[src/rtl/reservation_station.sv]
// Unified reservation station: allocates one decoded instruction per cycle,
// resolves operands from regfile/ROB/CDB, and issues one ready entry per cycle.
package rs_pkg;
    localparam int RS_LEN = 8;
    localparam int XLEN   = 32;
    localparam int TAG_W  = 5;
    localparam int REG_W  = 5;

    typedef struct packed {
        logic             valid;
        logic [XLEN-1:0]  inst;
        logic [XLEN-1:0]  rs1_value;
        logic [XLEN-1:0]  rs2_value;
        logic [REG_W-1:0] dest_reg_idx;
    } id_packet_t;

    typedef struct packed {
        logic [TAG_W-1:0] rs1_tag;
        logic [TAG_W-1:0] rs2_tag;
        logic             rs1_ready;
        logic             rs2_ready;
    } mt2rs_packet_t;

    typedef struct packed {
        logic [TAG_W-1:0] reg_tag;
        logic [XLEN-1:0]  reg_value;
    } cdb_packet_t;

    typedef struct packed {
        logic [TAG_W-1:0] rob_entry;
        logic [XLEN-1:0]  rs1_value;
        logic [XLEN-1:0]  rs2_value;
    } rob2rs_packet_t;

    typedef struct packed {
        logic [TAG_W-1:0] rs1_tag;
        logic [TAG_W-1:0] rs2_tag;
    } rs2rob_packet_t;

    typedef struct packed {
        logic             valid;
        logic [REG_W-1:0] dest_reg_idx;
        logic [TAG_W-1:0] dest_reg_tag;
    } rs2mt_packet_t;

    typedef struct packed {
        logic             valid;
        logic [XLEN-1:0]  inst;
        logic [XLEN-1:0]  rs1_value;
        logic [XLEN-1:0]  rs2_value;
        logic [REG_W-1:0] dest_reg_idx;
        logic [TAG_W-1:0] rob_tag;
    } is_packet_t;
endpackage

module reservation_station
    import rs_pkg::*;
(
    input  logic                  clock,
    input  logic                  reset,
    input  id_packet_t            id_packet_in,
    input  mt2rs_packet_t         mt2rs_packet_in,
    input  cdb_packet_t           cdb_packet_in,
    input  rob2rs_packet_t        rob2rs_packet_in,
    input  logic [RS_LEN-1:0]     rs_entry_clear_in,
    output rs2rob_packet_t        rs2rob_packet_out,
    output rs2mt_packet_t         rs2mt_packet_out,
    output is_packet_t            is_packet_out,
    output logic [RS_LEN-1:0]     rs_entry_clear_out
);
    localparam int IDX_W = $clog2(RS_LEN);

    logic [RS_LEN-1:0] busy_q, busy_d, issued_q, issued_d;
    logic [RS_LEN-1:0] rs1_valid_q, rs1_valid_d, rs2_valid_q, rs2_valid_d;
    logic [XLEN-1:0]   entry_inst_q [RS_LEN];
    logic [XLEN-1:0]   entry_inst_d [RS_LEN];
    logic [XLEN-1:0]   rs1_val_q [RS_LEN];
    logic [XLEN-1:0]   rs1_val_d [RS_LEN];
    logic [XLEN-1:0]   rs2_val_q [RS_LEN];
    logic [XLEN-1:0]   rs2_val_d [RS_LEN];
    logic [TAG_W-1:0]  rs1_tag_q [RS_LEN];
    logic [TAG_W-1:0]  rs1_tag_d [RS_LEN];
    logic [TAG_W-1:0]  rs2_tag_q [RS_LEN];
    logic [TAG_W-1:0]  rs2_tag_d [RS_LEN];
    logic [TAG_W-1:0]  rob_tag_q [RS_LEN];
    logic [TAG_W-1:0]  rob_tag_d [RS_LEN];
    logic [REG_W-1:0]  dest_q [RS_LEN];
    logic [REG_W-1:0]  dest_d [RS_LEN];

    logic [RS_LEN-1:0] rs_entry_busy, rs_entry_ready, rs_entry_enable, issue_sel;
    logic [IDX_W-1:0]  issue_idx;
    logic              alloc, found_free, found_ready;
    logic [XLEN-1:0]   new_rs1_val, new_rs2_val;
    logic              new_rs1_valid, new_rs2_valid;

    assign rs_entry_busy = busy_q;
    assign rs_entry_ready = busy_q & rs1_valid_q & rs2_valid_q & ~issued_q;
    assign alloc = id_packet_in.valid && (rs_entry_enable != '0);

    always_comb begin
        rs_entry_enable = '0;
        found_free      = 1'b0;
        issue_sel       = '0;
        issue_idx       = '0;
        found_ready     = 1'b0;
        for (int i = 0; i < RS_LEN; i++) begin
            if (!busy_q[i] && !found_free) begin
                rs_entry_enable[i] = 1'b1;
                found_free         = 1'b1;
            end
            if (rs_entry_ready[i] && !found_ready) begin
                issue_sel[i] = 1'b1;
                issue_idx    = IDX_W'(i);
                found_ready  = 1'b1;
            end
        end
    end

    // Operand source priority at allocation: regfile, ROB, then a same-cycle CDB hit.
    always_comb begin
        new_rs1_val   = mt2rs_packet_in.rs1_tag;
        new_rs1_valid = 1'b0;
        if (mt2rs_packet_in.rs1_tag == '0) begin
            new_rs1_val = id_packet_in.rs1_value; new_rs1_valid = 1'b1;
        end else if (mt2rs_packet_in.rs1_ready) begin
            new_rs1_val = rob2rs_packet_in.rs1_value; new_rs1_valid = 1'b1;
        end else if (cdb_packet_in.reg_tag == mt2rs_packet_in.rs1_tag) begin
            new_rs1_val = cdb_packet_in.reg_value; new_rs1_valid = 1'b1;
        end
        new_rs2_val   = mt2rs_packet_in.rs2_tag;
        new_rs2_valid = 1'b0;
        if (mt2rs_packet_in.rs2_tag == '0) begin
            new_rs2_val = id_packet_in.rs2_value; new_rs2_valid = 1'b1;
        end else if (mt2rs_packet_in.rs2_ready) begin
            new_rs2_val = rob2rs_packet_in.rs2_value; new_rs2_valid = 1'b1;
        end else if (cdb_packet_in.reg_tag == mt2rs_packet_in.rs2_tag) begin
            new_rs2_val = cdb_packet_in.reg_value; new_rs2_valid = 1'b1;
        end
    end

    always_comb begin
        busy_d = busy_q; issued_d = issued_q;
        rs1_valid_d = rs1_valid_q; rs2_valid_d = rs2_valid_q;
        entry_inst_d = entry_inst_q; rs1_val_d = rs1_val_q; rs2_val_d = rs2_val_q;
        rs1_tag_d = rs1_tag_q; rs2_tag_d = rs2_tag_q; rob_tag_d = rob_tag_q; dest_d = dest_q;
        for (int i = 0; i < RS_LEN; i++) begin
            if (busy_q[i] && cdb_packet_in.reg_tag != '0) begin
                if (!rs1_valid_q[i] && rs1_tag_q[i] == cdb_packet_in.reg_tag) begin
                    rs1_val_d[i] = cdb_packet_in.reg_value; rs1_valid_d[i] = 1'b1;
                end
                if (!rs2_valid_q[i] && rs2_tag_q[i] == cdb_packet_in.reg_tag) begin
                    rs2_val_d[i] = cdb_packet_in.reg_value; rs2_valid_d[i] = 1'b1;
                end
            end
            if (issue_sel[i]) issued_d[i] = 1'b1;
            // Clear overrides a same-cycle issue of the same entry.
            if (rs_entry_clear_in[i]) begin
                busy_d[i] = 1'b0; issued_d[i] = 1'b0;
            end
            if (alloc && rs_entry_enable[i]) begin
                busy_d[i] = 1'b1; issued_d[i] = 1'b0;
                entry_inst_d[i] = id_packet_in.inst;
                dest_d[i] = id_packet_in.dest_reg_idx;
                rob_tag_d[i] = rob2rs_packet_in.rob_entry;
                rs1_tag_d[i] = mt2rs_packet_in.rs1_tag; rs2_tag_d[i] = mt2rs_packet_in.rs2_tag;
                rs1_val_d[i] = new_rs1_val; rs1_valid_d[i] = new_rs1_valid;
                rs2_val_d[i] = new_rs2_val; rs2_valid_d[i] = new_rs2_valid;
            end
        end
    end

    always_ff @(posedge clock or posedge reset) begin
        if (reset) begin
            busy_q <= '0; issued_q <= '0; rs1_valid_q <= '0; rs2_valid_q <= '0;
            for (int i = 0; i < RS_LEN; i++) begin
                entry_inst_q[i] <= '0; rs1_val_q[i] <= '0; rs2_val_q[i] <= '0;
                rs1_tag_q[i] <= '0; rs2_tag_q[i] <= '0; rob_tag_q[i] <= '0; dest_q[i] <= '0;
            end
        end else begin
            busy_q <= busy_d; issued_q <= issued_d;
            rs1_valid_q <= rs1_valid_d; rs2_valid_q <= rs2_valid_d;
            entry_inst_q <= entry_inst_d; rs1_val_q <= rs1_val_d; rs2_val_q <= rs2_val_d;
            rs1_tag_q <= rs1_tag_d; rs2_tag_q <= rs2_tag_d; rob_tag_q <= rob_tag_d; dest_q <= dest_d;
        end
    end

    always_comb begin
        rs2rob_packet_out  = '0;
        rs2mt_packet_out   = '0;
        is_packet_out      = '0;
        rs_entry_clear_out = '0;
        if (!reset) begin
            rs2rob_packet_out.rs1_tag      = mt2rs_packet_in.rs1_tag;
            rs2rob_packet_out.rs2_tag      = mt2rs_packet_in.rs2_tag;
            rs2mt_packet_out.valid         = alloc;
            rs2mt_packet_out.dest_reg_idx  = id_packet_in.dest_reg_idx;
            rs2mt_packet_out.dest_reg_tag  = rob2rs_packet_in.rob_entry;
            if (found_ready) begin
                is_packet_out.valid        = 1'b1;
                is_packet_out.inst         = entry_inst_q[issue_idx];
                is_packet_out.rs1_value    = rs1_val_q[issue_idx];
                is_packet_out.rs2_value    = rs2_val_q[issue_idx];
                is_packet_out.dest_reg_idx = dest_q[issue_idx];
                is_packet_out.rob_tag      = rob_tag_q[issue_idx];
                rs_entry_clear_out         = issue_sel;
            end
        end
    end
endmodule

[config.mk]
export PLATFORM = sky130hd
export DESIGN_NAME = reservation_station
export DESIGN_NICKNAME = d
export VERILOG_FILES = /design/src/rtl/reservation_station.sv
export SDC_FILE = /design/constraint.sdc
export NUM_CORES = 2
export LEC_CHECK = 0
export ABC_AREA = 1
export CAP_MARGIN = 5
export CORE_ASPECT_RATIO = 0.8
export CORE_UTILIZATION = 37
export CTS_BUF_LIST = sky130_fd_sc_hd__clkbuf_4 sky130_fd_sc_hd__clkbuf_8
export CTS_CLUSTER_DIAMETER = 40
export DETAILED_ROUTE_END_ITERATION = 16
export GPL_ROUTABILITY_DRIVEN = 0
export SLEW_MARGIN = 20
export SYNTH_ARGS = -nofsm -noshare
export SYNTH_HDL_FRONTEND = slang
export SYNTH_SLANG_ARGS = --single-unit
[constraint.sdc]
create_clock -name clock -period 70.2 [get_ports clock]
set_clock_uncertainty 0.2 [all_clocks]
set_input_delay 14.04 -clock clock [delete_from_list [all_inputs] [get_ports clock]]
set_output_delay 14.04 -clock clock [all_outputs]
set_load 0.005 [all_outputs]
; Yosys cells after proc, flatten, opt, wreduce, memory -nomap -nowiden
; Cells that the tools add are included.
[totals]
in_bits = 230
wordCells = 460
ff_bits = 960
[classes]
n_bitwise = 5
n_eq_ne = 18
reduce_logical = 143
mux = 205
n_lt_le_gt_ge = 1
[op_table]
columns = operator, n
row1 = two-way mux 32 bit, 60
row2 = binary-select mux 32 bit (select 3 bit), 3
row3 = two-way mux 107 bit, 2
row4 = two-way mux 1 bit, 124
row5 = equality test 5 bit, 18
row6 = nonzero test 2 bit, 32
row7 = logical AND 1 bit, 47
row8 = zero test 1 bit, 36
row9 = AND reduction 2 bit, 16
row10 = binary-select mux 5 bit (select 3 bit), 2
row11 = bitwise AND 8 bit, 3
row12 = nonzero test 3 bit, 8
row13 = two-way mux 5 bit, 4
row14 = two-way mux 3 bit, 6
row15 = two-way mux 8 bit, 2
row16 = two-way mux 11 bit, 1
row17 = zero test 5 bit, 2
row18 = two-way mux 10 bit, 1
row19 = NOT 8 bit, 1
row20 = nonzero test 8 bit, 1
row21 = nonzero test 5 bit, 1
row22 = ">= comparator 4 bit, second input constant", 1
row23 = NOT 3 -> 4 bit, 1

; Logic depth before layout (Yosys ltp)
[logic_depth]
ltp_word = 31
depth_mapped = 16
depth_no_buf = 14

; Worst setup path after synthesis
; OpenSTA, ideal clock, no wires.
[synth_path]
path_type = input -> output
start = in reset
end = out rs2mt_packet_out[10] (netlist name)
arrival_ns = 35.314
required_ns = 55.960
path_stages = 3
path_buffers = 1
path_slack_ns = 20.646
path_cell_list = clkbuf_1 > inv_1 > and2_1
[synth_lines]
columns = item, line_no
row1 = from (decl), 60  ; input logic reset,
row2 = to (decl), 67  ; output rs2mt_packet_t rs2mt_packet_out,

==> results_dict.tcl <==
set metrics [dict create \
    setup_viol 0 \
    grt_pass1_vias 51100 \
    rows 124 \
    synth-edff-count 0 \
    postSynthRegisterBits 960 \
    synthTopCellsByArea "dfrtp_1 (44%), nand2_1 (15%), nand3_1 (8.1%), inv_1 (6.0%), o21ai_0 (4.9%)" \
    fin_setup_tns_ns 0 \
    wl_mm 236 \
    yosys.area_share.simple_pct 29.7 \
    cts_tree "yes" \
    drv_slew 0 \
    cts_buffers 179 \
    hold_class "flop to flop" \
    synth.most_common_cell "nand2_1" \
    crit_type "primary input to primary output" \
    rr_endpoint "rs1_val_q[148]" \
    status "complete, no violations" \
    fin_crit_ns 30.59 \
    start_util_pct 37.5 \
    ys_seq_area_share_pct 44.5 \
    yosys_warnings 0 \
    slew_headroom_pct 15.9 \
    synth_top_area_share_pct 44.5 \
    cts_hold_buf 0 \
    syn-cell-area_mm2 0.0540 \
    syn2layout_area_growth_pct 15.4 \
    worst_pin_slew_ns 1.26 \
    p_per_area_mw_per_mm2 29.0 \
    synth_top_family_by_area "simple AND/OR/NAND/NOR gates" \
    r2r_cells 11 \
    syn-mean-instance-area_um2 7.18 \
    ys.flop_type "dfrtp_1" \
    port-buffer-count 365 \
    cts.sinks 960 \
    vias 54300 \
    ir_drop_mv 0.0190 \
    synthCells 7520 \
    cts.path.max_buffers 3 \
    holdPathEnd "entry_inst_q[104]" \
    required_ns 55.96 \
    hpwl_mm 140 \
    grt-ovfl-total 0 \
    die_h_um 344 \
    dp.cells 9313 \
    total_power_mw 1.81 \
    boundaryPins 366 \
    hold_viol 0 \
    synth_compound_area_share_pct 14.0 \
    insertion_delay_ns 0.93 \
    antenna_found_initial 17 \
    wl_per_cell_um 24.5 \
    root_buffer "clkbuf_8" \
    cts_setup_buffers 0 \
    hp-start "entry_inst_q[104]" \
    htree_levels 4 \
    post_cts_resized 0 \
    drive_above_1_share_pct 6.95 \
    maxCapViolations 0 \
    core_mm2 0.144 \
    synth.area.mux_share_pct 0 \
    path_max_fanout 57 \
    hold_path_depth 2 \
    drc_errors 0 \
    vias_per_cell 5.64 \
    synth_top_area_cell "dfrtp_1" \
    clkTransAtPathRegs_ns 0.05 \
    synth_commonest_cells "nand2_1 (2198), dfrtp_1 (960), nand3_1 (870)" \
    grt_pass1_wl_mm 347 \
    finalNetCount 7834 \
    p_leak_nw 29.0 \
    synthArstFlopShare_pct 100 \
    critPathArrivalTime_ns 16.35 \
    die_area_mm2 0.147 \
    synth_xor_area_share_pct 0.941 \
    chipWidth_um 429 \
    drt_iter0_drc 7333 \
    grt_usage_pct 31.4 \
    postRouteAntennaNets 0 \
    synth.distinct_cells 46 \
    end_kind "primary output" \
    timing.final.crit_share_pct 43.6 \
    rsz0062_at_grt "false" \
    timing.fmax_mhz 32.7 \
    dr.pass1.iters 7 \
    rrSetupSlack_ns 64.63 \
    instances_no_fill 9624 \
    synthAdderAreaFrac_pct 0 \
    r2r-start "busy_q[0]" \
    holdWs_ns 0.273 \
    crit_path_start_kind "primary input" \
    syn_nets 7750 \
    grt_max_degree 188 \
]
-- cells in the final DEF, fill, tap and decap left out, types with 67 or more instances in the layout --
cell type / count
buf_4: 93
nand2_1: 2197
clkbuf_8: 211
clkdlybuf4s50_1: 363
nor2_1: 598
nand3_1: 863
dfrtp_1: 960
o21bai_1: 109
nand3b_1: 67
o211ai_1: 187
o221ai_1: 110
o21ai_0: 528
inv_1: 863
a21oi_1: 112
-- layout make-up --
class / count / area (um2)
fill: 14600 / 81500
multi-input combinational: 5106 / 24300
sequential: 960 / 24000
timing repair buffer: 465 / 4450
inverter: 892 / 3380
clock buffer: 256 / 3240
tap: 1890 / 2360
clock inverter: 43 / 531
antenna: 12 / 30.0
-- registers in the layout (all words and copies together), names as in the netlist --
| name | count |
|---|---|
| entry_inst_q | 256 |
| rs1_val_q | 256 |
| rs2_val_q | 256 |
| dest_q | 40 |
| rob_tag_q | 40 |
| rs1_tag_q | 40 |
| rs2_tag_q | 40 |
| busy_q | 8 |
| issued_q | 8 |
| rs1_valid_q | 8 |
| rs2_valid_q | 8 |
-- worst max-delay path, cell delays in order --
cell	delay, ns
buf_2	0.35
nor2_4	0.45
buf_4	0.58
nand2_1	0.11
nor2_1	0.14
clkdlybuf4s50_1	0.54
-- power by group --
group          total [mW]  switching [mW]  internal [mW]
clock               0.592           0.263          0.329
combinational       0.508           0.327          0.181
sequential          0.708          0.0452          0.663
-- kinds of logic (layout without fill, tap and decap cells) --
family,count (synthesis),in the layout
and+or+nand+nor,3845,3845
AOI/OAI and AO/OA,1203,1203
xor gates and xnor gates,58,58
buffers and inverters,1454,1656
DFF,960,960
other,0,12
-- worst max-delay path by stage --
| stage | start | end | slack, ns | depth (start not counted) |
|---|---|---|---|---|
| floorplan | reset | rs2mt_packet_out[10] | 20.65 | 3 |
| CTS | reset | is_packet_out[60] | 39.58 | 6 |
| global route | reset | is_packet_out[64] | 39.43 | 6 |
| global placement | reset | is_packet_out[69] | 39.67 | 6 |
| detailed placement | reset | is_packet_out[60] | 39.59 | 6 |
| finish | reset | is_packet_out[60] | 39.61 | 6 |
-- layer usage --
layer / up-vias / wire length (um) / share of wire (%) / global-route usage (%)
met5: - / 43 / 0.018 / 0
met4: 8 / 12500 / 5.3 / 16.7
met3: 677 / 28000 / 12 / 8.22
met2: 3379 / 98600 / 42 / 45.3
met1: 26000 / 96800 / 41 / 43.1
li1: 24300 / - / - / -
-- stage by stage --
step | setup WS [ns] | cell area [um2] | util, %
after floorplan | 20.65 | 54000 | -
after global placement | 39.67 | 58500 | 40.7
after detailed placement | 39.59 | 58500 | 40.7
after CTS | 39.58 | 62300 | 43.3
after global routing | 39.43 | 62300 | 43.3
final | 39.61 | 62300 | 43.3
Note: power is estimated with default switching activity, not from simulation.
